**config.mk**
```make
export PLATFORM = sky130hd
export DESIGN_NAME = cordic_iter_ctrl
export DESIGN_NICKNAME = d
export VERILOG_FILES = /design/src/rtl/cordic_iter_ctrl.sv
export SDC_FILE = /design/constraint.sdc
export NUM_CORES = 1
export LEC_CHECK = 0
export ABC_AREA = 1
export CAP_MARGIN = 10
export CORE_UTILIZATION = 41
export DETAILED_ROUTE_END_ITERATION = 6
export DONT_BUFFER_PORTS = 1
export PLACE_DENSITY = 0.53
export RECOVER_POWER = 100
export SETUP_SLACK_MARGIN = 0.02
export SLEW_MARGIN = 5
export SYNTH_ARGS = -nofsm -noshare
export SYNTH_HDL_FRONTEND = slang
export SYNTH_SLANG_ARGS = --single-unit
```
**constraint.sdc**
```tcl
create_clock -name clk -period 3.9 [get_ports clk]
set_input_delay 0.195 -clock clk [delete_from_list [all_inputs] [get_ports clk]]
set_output_delay 0.195 -clock clk [all_outputs]
set_load 0.02 [all_outputs]
```
**src/rtl/cordic_iter_ctrl.sv**
```systemverilog
// Iterative CORDIC rotation-mode sequencer: one micro-rotation per clock on a shared
// saturating X/Y datapath, with an accept-in / hold-out valid/ready handshake.
module cordic_iter_ctrl #(
    parameter int                 ITER   = 14,
    parameter logic signed [15:0] K_INIT = 16'sd9949
) (
    input  logic               clk,
    input  logic               rst_n,
    input  logic               in_valid,
    output logic               in_ready,
    input  logic signed [15:0] angle_in,
    output logic               out_valid,
    input  logic               out_ready,
    output logic signed [15:0] cos_out,
    output logic signed [15:0] sin_out,
    output logic               range_err,
    output logic               busy
);

    localparam logic signed [15:0] ANGLE_MAX = 16'sd12868;
    localparam logic signed [15:0] ANGLE_MIN = -16'sd12868;
    localparam logic [3:0]         LAST_ITER = 4'(ITER - 1);

    typedef enum logic [1:0] {
        IDLE,
        ROTATE,
        DONE
    } state_e;

    state_e             state_q, state_d;
    logic signed [15:0] x_q, x_d;
    logic signed [15:0] y_q, y_d;
    logic signed [15:0] z_q, z_d;
    logic [3:0]         iter_q, iter_d;
    logic               rangeFlag_q, rangeFlag_d;
    logic signed [15:0] cos_q, cos_d;
    logic signed [15:0] sin_q, sin_d;
    logic               rangeErr_q, rangeErr_d;

    logic               rotDir;
    logic signed [15:0] xShift, yShift, atanVal, angleClamped, xNext, yNext;
    logic signed [16:0] xSum, ySum;
    logic               angleOutOfRange;

    function automatic logic signed [15:0] atanLut(input logic [3:0] idx);
        case (idx)
            4'd0:    atanLut = 16'sd6434;
            4'd1:    atanLut = 16'sd3798;
            4'd2:    atanLut = 16'sd2007;
            4'd3:    atanLut = 16'sd1019;
            4'd4:    atanLut = 16'sd511;
            4'd5:    atanLut = 16'sd256;
            4'd6:    atanLut = 16'sd128;
            4'd7:    atanLut = 16'sd64;
            4'd8:    atanLut = 16'sd32;
            4'd9:    atanLut = 16'sd16;
            4'd10:   atanLut = 16'sd8;
            4'd11:   atanLut = 16'sd4;
            4'd12:   atanLut = 16'sd2;
            4'd13:   atanLut = 16'sd1;
            4'd14:   atanLut = 16'sd1;
            default: atanLut = 16'sd0;
        endcase
    endfunction

    function automatic logic signed [15:0] sat16(input logic signed [16:0] v);
        if (v > 17'sd32767)
            sat16 = 16'sh7FFF;
        else if (v < -17'sd32768)
            sat16 = 16'sh8000;
        else
            sat16 = v[15:0];
    endfunction

    // Shared micro-rotation datapath; sums are one bit wider so saturation sees the carry.
    always_comb begin
        rotDir  = z_q[15];
        xShift  = x_q >>> iter_q;
        yShift  = y_q >>> iter_q;
        atanVal = atanLut(iter_q);
        if (rotDir) begin
            xSum = $signed({x_q[15], x_q}) + $signed({yShift[15], yShift});
            ySum = $signed({y_q[15], y_q}) - $signed({xShift[15], xShift});
        end else begin
            xSum = $signed({x_q[15], x_q}) - $signed({yShift[15], yShift});
            ySum = $signed({y_q[15], y_q}) + $signed({xShift[15], xShift});
        end
        xNext = sat16(xSum);
        yNext = sat16(ySum);

        angleOutOfRange = (angle_in > ANGLE_MAX) || (angle_in < ANGLE_MIN);
        if (angle_in > ANGLE_MAX)
            angleClamped = ANGLE_MAX;
        else if (angle_in < ANGLE_MIN)
            angleClamped = ANGLE_MIN;
        else
            angleClamped = angle_in;
    end

    always_comb begin
        state_d     = state_q;
        x_d         = x_q;
        y_d         = y_q;
        z_d         = z_q;
        iter_d      = iter_q;
        rangeFlag_d = rangeFlag_q;
        cos_d       = cos_q;
        sin_d       = sin_q;
        rangeErr_d  = rangeErr_q;

        case (state_q)
            IDLE: begin
                if (in_valid) begin
                    x_d         = K_INIT;
                    y_d         = 16'sd0;
                    z_d         = angleClamped;
                    iter_d      = 4'd0;
                    rangeFlag_d = angleOutOfRange;
                    state_d     = ROTATE;
                end
            end
            ROTATE: begin
                x_d = xNext;
                y_d = yNext;
                z_d = rotDir ? (z_q + atanVal) : (z_q - atanVal);
                // Result registers are loaded only here so they hold across the next IDLE.
                if (iter_q == LAST_ITER) begin
                    iter_d     = 4'd0;
                    cos_d      = xNext;
                    sin_d      = yNext;
                    rangeErr_d = rangeFlag_q;
                    state_d    = DONE;
                end else begin
                    iter_d = iter_q + 4'd1;
                end
            end
            DONE: begin
                if (out_ready)
                    state_d = IDLE;
            end
            default: state_d = IDLE;
        endcase
    end

    always_ff @(posedge clk) begin
        if (!rst_n) begin
            state_q     <= IDLE;
            x_q         <= '0;
            y_q         <= '0;
            z_q         <= '0;
            iter_q      <= '0;
            rangeFlag_q <= 1'b0;
            cos_q       <= '0;
            sin_q       <= '0;
            rangeErr_q  <= 1'b0;
        end else begin
            state_q     <= state_d;
            x_q         <= x_d;
            y_q         <= y_d;
            z_q         <= z_d;
            iter_q      <= iter_d;
            rangeFlag_q <= rangeFlag_d;
            cos_q       <= cos_d;
            sin_q       <= sin_d;
            rangeErr_q  <= rangeErr_d;
        end
    end

    assign in_ready  = (state_q == IDLE);
    assign out_valid = (state_q == DONE);
    assign busy      = (state_q == ROTATE) || (state_q == DONE);
    assign cos_out   = cos_q;
    assign sin_out   = sin_q;
    assign range_err = rangeErr_q;

endmodule
```
# Word-level counts from Yosys, hierarchy flattened
# Memory sizes are Yosys's and may differ from the RTL's. A register that Yosys moved wholly into a read port is not among the register bits.
# Cells that the tools add are included.
# Widths: inputs -> output; s select.
[word_totals] latch_bits=0 word_cells=63 inputBits=20 romBits=208 n_memories=1 ff_bits=88 ramBits=0 out_inout_bits=36
[classes] shifts=2 n_eq_ne=6 n_addsub=7 mux=24 n_lt_le_gt_ge=6 multipliers=0 bitwise_logic=0 n_reduce_logical=8 div=0
[mem_list] name="(name not given)" words=16 word_bits=13 rd=1 rd_ports_with_merged_regs=1 write_ports=0 line="46" rtl="case (idx)"
[ops] op="$mux 16" count=10
[ops] op="$pmux 16 s2" count=3
[ops] op="$add 16x16->17" count=2
[ops] op="$gt 17x16->1 const B" count=2
[ops] op="$lt 17x16->1 const B" count=2
[ops] op="$mux 17" count=2
[ops] op="$sub 16x16->17" count=2
[ops] op="$sshr 16x4->16" count=2
[ops] op="$add 16x16->16" count=1
[ops] op="$gt 16x15->1 const B" count=1
[ops] op="$lt 16x15->1 const B" count=1
[ops] op="$mux 4" count=4
[ops] op="$sub 16x16->16" count=1
[ops] op="$pmux 4 s2" count=1
[ops] op="$mux 2" count=3
[ops] op="$pmux 2 s3" count=1
[ops] op="$reduce_and 2->1" count=3
[ops] op="$add 4x1->4 const B" count=1
[ops] op="$eq 4x4->1 const B" count=1
[ops] op="$ne 2x2->1 const B" count=2
[ops] op="$reduce_and 3->1" count=1
[ops] op="$eq 2x1->1 const B" count=1
[ops] op="$eq 2x2->1 const B" count=1
[ops] op="$logic_not 2->1" count=1
[ops] op="3 further kinds" count=4

# Longest topological paths before layout
[logic_depth] depth_word=7 ltp_mapped=34 mapped_depth_nobuf=32

# Worst setup path before layout
# No wires, ideal clock.
[synth_path] path_kind="register to register" from="register iter_q[3]" to="register sin_q[14] (netlist: sin_out[14])" slack_ns=-0.032 required_ns=3.791 n_path_buf=3 synth_period_minus_slack_ns=3.932 t_arrival_ns=3.823 path_stages_with_launch=25 setup_time_ns=0.109 cell_sequence="dfxtp_1 > buf_4 > clkinv_1 > buf_4 > buf_2 > o21ai_0 > inv_1 > ha_1 > o21ai_0 > inv_1 > fa_1 > nor4_1 > nor2_1 > o21ai_0 > a21boi_0 > o21ai_0 > nand3_1 > nand2_1 > nand2_1 > nand2_1 > nand2_1 > nand2_1 > nand2_1 > nand2_1 > inv_1"
[synth_between] elab_chain_cells=6 word_cells_on_any_way=10 cone_classes="add/sub (2); order compare (2); eq/ne (1); shift (1); mux (3); reduce/logical (1)"
[synth_rtl] item="start, declared" line="34" rtl="logic [3:0] iter_q, iter_d;"
[synth_rtl] item="start signal, assigned" line="161" rtl="iter_q <= iter_d;"
[synth_rtl] item="$sshr 16x4->16" line="78" rtl="xShift = x_q >>> iter_q;"
[synth_rtl] item="$add 16x16->17 / $sub 16x16->17 (equally long branches)" line="86, 83"
[synth_rtl] item="$mux 17" line="81" rtl="if (rotDir) begin"
[synth_rtl] item="$lt 17x16->1" line="69" rtl="else if (v < -17'sd32768)"
[synth_rtl] item="$mux 16" line="69"
[synth_rtl] item="$mux 16" line="67" rtl="if (v > 17'sd32767)"
[synth_rtl] item="end signal, assigned" line="164" rtl="sin_q <= sin_d;"
[synth_rtl] item="end, declared" line="37" rtl="logic signed [15:0] sin_q, sin_d;"
# Parallel ways exist; a longest one is shown, timed or not.
# A chain may end at the register's enable or synchronous reset.

# Worst setup path after layout
[layout_path] from="register state_q[1]" to="register z_q[12]"
[layout_between] elab_chain_cells=3 word_cells_on_any_way=6 cone_classes="eq/ne (2); mux (1); reduce/logical (3)"
[layout_rtl] item="start, declared" line="30" rtl="state_e state_q, state_d;"
[layout_rtl] item="start signal, assigned" line="157" rtl="state_q <= state_d;"
[layout_rtl] item="$eq 2x1->1 / $logic_not 2->1 (equally long branches)" line="111" rtl="case (state_q)"
[layout_rtl] item="$reduce_bool 2->1 (no line) / $ne 2x2->1 (equally long branches)"
[layout_rtl] item="$reduce_and 2->1 (no line)"
[layout_rtl] item="end signal, assigned" line="160" rtl="z_q <= z_d;"
[layout_rtl] item="end, declared" line="33" rtl="logic signed [15:0] z_q, z_d;"
# Parallel ways exist; a longest one is shown, timed or not.

==> impl_results.md <==
* Routed Antenna Nets at 0
* Status: finished, violations left
* Layout cells sized above 1 at between 30% and 40%
* Worst Path Max Fanout at 24
* Clock Pin Slew Worst Setup and Hold Paths at around 0.090 ns
* Fin area at 13000 um^2
* IO Count at 56
* DR vias/cell at approximately 5.2
* CTS tree: done
* Clk buf depth at 2
* Final Cycle Share at 111%
* Final nets at between 1500 and 2000
* Critical path class: reg2reg
* Final hold violations at 8
* CORE AREA at approximately 22000 um^2
* Largest area contributor in the netlist: dfxtp_1
* #FFs+latches synth at about 100
* Critical path launch point type: flip-flop
* Tmin final at approximately 4.3 ns
* # fillers at just over 2000
* CTS HTree Levels at 3
* Synth Cell Area at 9110 um^2
* Setup slack after layout at -0.422 ns
* Wire length per cell at 15.9 um
* First-pass DRT Iterations at 7
* Worst Max-Slew Pin Slew at 1.07 ns
* CTS Hold Buffers Added at 13
* First-pass GRT wire length at slightly below 50 mm
* Async SR Flop Fraction at 0%
* Metal-1 WL at 14.7 mm
* Max-slew headroom at between 20% and 30%
* Synth top area share at between 20% and 30%
* Sequential share of the synthesized area at between 20% and 30%
* Largest stage delay on the critical path at between 0.8 and 0.9 ns
* Failing checks: hold timing, setup timing
* Commonest non-fill, non-tap cell in the layout: nand2_1
* Placer Congestion at slightly below 0.9
* Final slew viol count at 0
* Synth Net Count at 1534
* Dpl hpwl at between 20 and 25 mm
* Mapped Cells at approximately 1500
* Metal3 WL at between 1 and 1.5 mm
* Chip width at ~150 um
* Hold_ws at -0.0363 ns
* Grt total ovfl at 0
* Pwr dens at between 800 and 900 nW/um^2
* Layout area overhead at 42.8%
* Max Cap Viol at 0
* WHS Endpoint: x_q[9]$_SDFFE_PN0P_
* Dpl ws at -0.728 ns
* CP dominant cell by count: inv_1
* Critical R2R Launch: state_q[1]$_SDFFE_PN0P_
* Maximum achievable frequency at between 0.2 and 0.25 GHz
* Detailed Route Iter0 Violations at between 500 and 600
* HP Start: rst_n
* Port-buffer cells at 0
* Total power at about 0.010 W
* GRT Util Overall at approximately 28%
* Final WL at between 30 and 40 mm
* Syn Area/Cell at 6.29 um^2
* RSZ-0062 raised after global routing: yes
* Leak at around 6.6 nW
* Max VDD drop at around 0.00052 V
* Number of flops mapped to enable cells by yosys at 0
* CP endpoint kind: flip-flop
* Worst path cell trace: inv_1 -> ha_1 -> inv_1 -> o21ai_0 -> inv_1 -> clkbuf_4 -> a21oi_1 -> o21ai_0 -> o211ai_1 -> dlygate4sd3_1 -> inv_1
* Endpoints failing setup at 73
* Worst endpoint required time at roughly 4.2 ns
* CP Data Arrival Time at ~4.6 ns
* Ant. Diodes at 0
* Post-DP Area at about 11000 um^2
* R2R cell count at 11
* Initial Util at between 40% and 50%
* Initial antenna violation count at 0
* Highest metal used: met4
* Hold WC Path Type: in2reg
* Synthesis Warnings at 0
* Hold Path Stages at 2
* Clk root buf: clkbuf_16
* Vias in the first global route at around 10000
* Worst skew pair latency at about 0.37 ns
* Most frequent cells in the layout: nand2_1, buf_4, inv_1
* Row cnt at 54
* Setup Skew at ~0.014 ns
* Yosys cell types at 53
* R2R Path End: z_q[12]$_SDFFE_PN0P_
* Reg2reg setup slack at -0.42 ns
* CTS buffer count at 9
* Met2 Wirelength at 15.1 mm
* Pin count of the biggest net entering global routing at 62
* DRC at 0
* Ranking of synthesized cells by area: dfxtp_1, nand2_1, nand3_1
* Critical path's slowest cell: o21ai_0
* Die ar. at about 23000 um^2
* Clock sinks at 101
* Die height at 151 um
* Vias at ~10000
* Synth Flop Type: dfxtp_1
==> sequential cells by signal, summed over array words and instances (netlist names) <==
signal / cells
cos_out: 16
sin_out: 16
x_q: 16
y_q: 16
z_q: 16
atanVal: 13
iter_q: 4
state_q: 2
rangeFlag_q: 1
range_err: 1
==> power breakdown <==
group	total, W	switching [W]	internal, W
clock network	0.000961	0.000504	0.000457
logic	0.00822	0.00437	0.00385
registers	0.00127	0.000129	0.00115
==> metrics by stage <==
step                cells  utilization [%]  hold slack (ns)  TNS (ns)
floorplan            1450                -            0.372         0
global placement     1913             50.7            0.328    -34.28
detailed placement   1913             50.7            0.339    -38.52
CTS                  1992             57.8          -0.0409    -12.40
global route         1998             59.6          -0.0378    -37.57
finish               1998             59.6          -0.0363    -19.29
==> Yosys cell counts, types with 17 or more instances <==
| cell type | number |
|---|---|
| clkbuf_1 | 34 |
| nor2_1 | 129 |
| dfxtp_1 | 101 |
| nand2_2 | 35 |
| o21ai_0 | 83 |
| inv_1 | 156 |
| buf_2 | 17 |
| xor2_1 | 46 |
| nand3_1 | 176 |
| xnor2_1 | 25 |
| a21oi_1 | 86 |
| ha_1 | 61 |
| nand2_1 | 352 |
==> critical path: cells and delay by family (launching register included) <==
kind / cells / cell delay (ns)
AO/OA/AOI/OAI: 4 / 1.31
adder cells (fa/ha/maj): 1 / 0.43
buffers and inverters: 6 / 2.16
flip-flops: 1 / 0.34
==> metal layers <==
metal | vias up | track usage (%)
li1 | 5266 | -
met1 | 4737 | 36.6
met2 | 249 | 48.0
met3 | 53 | 3.49
met4 | 0 | 8.20
met5 | - | 0
==> cell type report <==
cell class                      count  area, um^2  area share, %
Clock buffer                        9         225           1.73
Clock inverter                      7        73.8          0.567
Sequential cell                   101        2030           15.6
Multi-Input combinational cell   1124        7090           54.5
Timing Repair Buffer              313        2620           20.1
Tap cell                          280         350           2.69
Inverter                          164         626           4.81
==> how the worst max path moves through the flow <==
stage | start | endpoint | slack [ns] | cells past startpoint
after floorplan | iter_q[0]$_SDFFE_PN0P_ | cos_out[14]$_SDFFE_PN0P_ | 0.01 | 29
after global placement | iter_q[0]$_SDFFE_PN0P_ | x_q[13]$_SDFFE_PN0P_ | -0.67 | 27
after detailed placement | iter_q[0]$_SDFFE_PN0P_ | x_q[13]$_SDFFE_PN0P_ | -0.73 | 26
after CTS | iter_q[0]$_SDFFE_PN0P_ | x_q[14]$_SDFFE_PN0P_ | -0.27 | 28
after global routing | iter_q[0]$_SDFFE_PN0P_ | cos_out[10]$_SDFFE_PN0P_ | -0.61 | 29
final | state_q[1]$_SDFFE_PN0P_ | z_q[12]$_SDFFE_PN0P_ | -0.42 | 11
==> timing repair <==
| action | 4_1_cts | 5_1_grt |
|---|---|---|
| pin swaps | 72 | 22 |
| gates resized for setup | 168 | 92 |
| cloned | 6 | 0 |
| endpoints found under the hold margin | 22 | 8 |
| endpoints found under the setup margin | 64 | 66 |
| setup buffers | 44 | 6 |
==> kinds of logic (layout without fill, tap and decap cells) <==
logic type / Yosys count / count (layout) / share of synthesized area (%)
adders and majority gates: 64 / 64 / 9.03
AOI/OAI and AO/OA: 246 / 246 / 15.2
and+or+nand+nor: 740 / 743 / 36.1
xor gates and xnor gates: 71 / 71 / 6.82
DFF: 101 / 101 / 22.2
buffers and inverters: 228 / 493 / 10.6
Note: power is estimated with default switching activity, not from simulation.
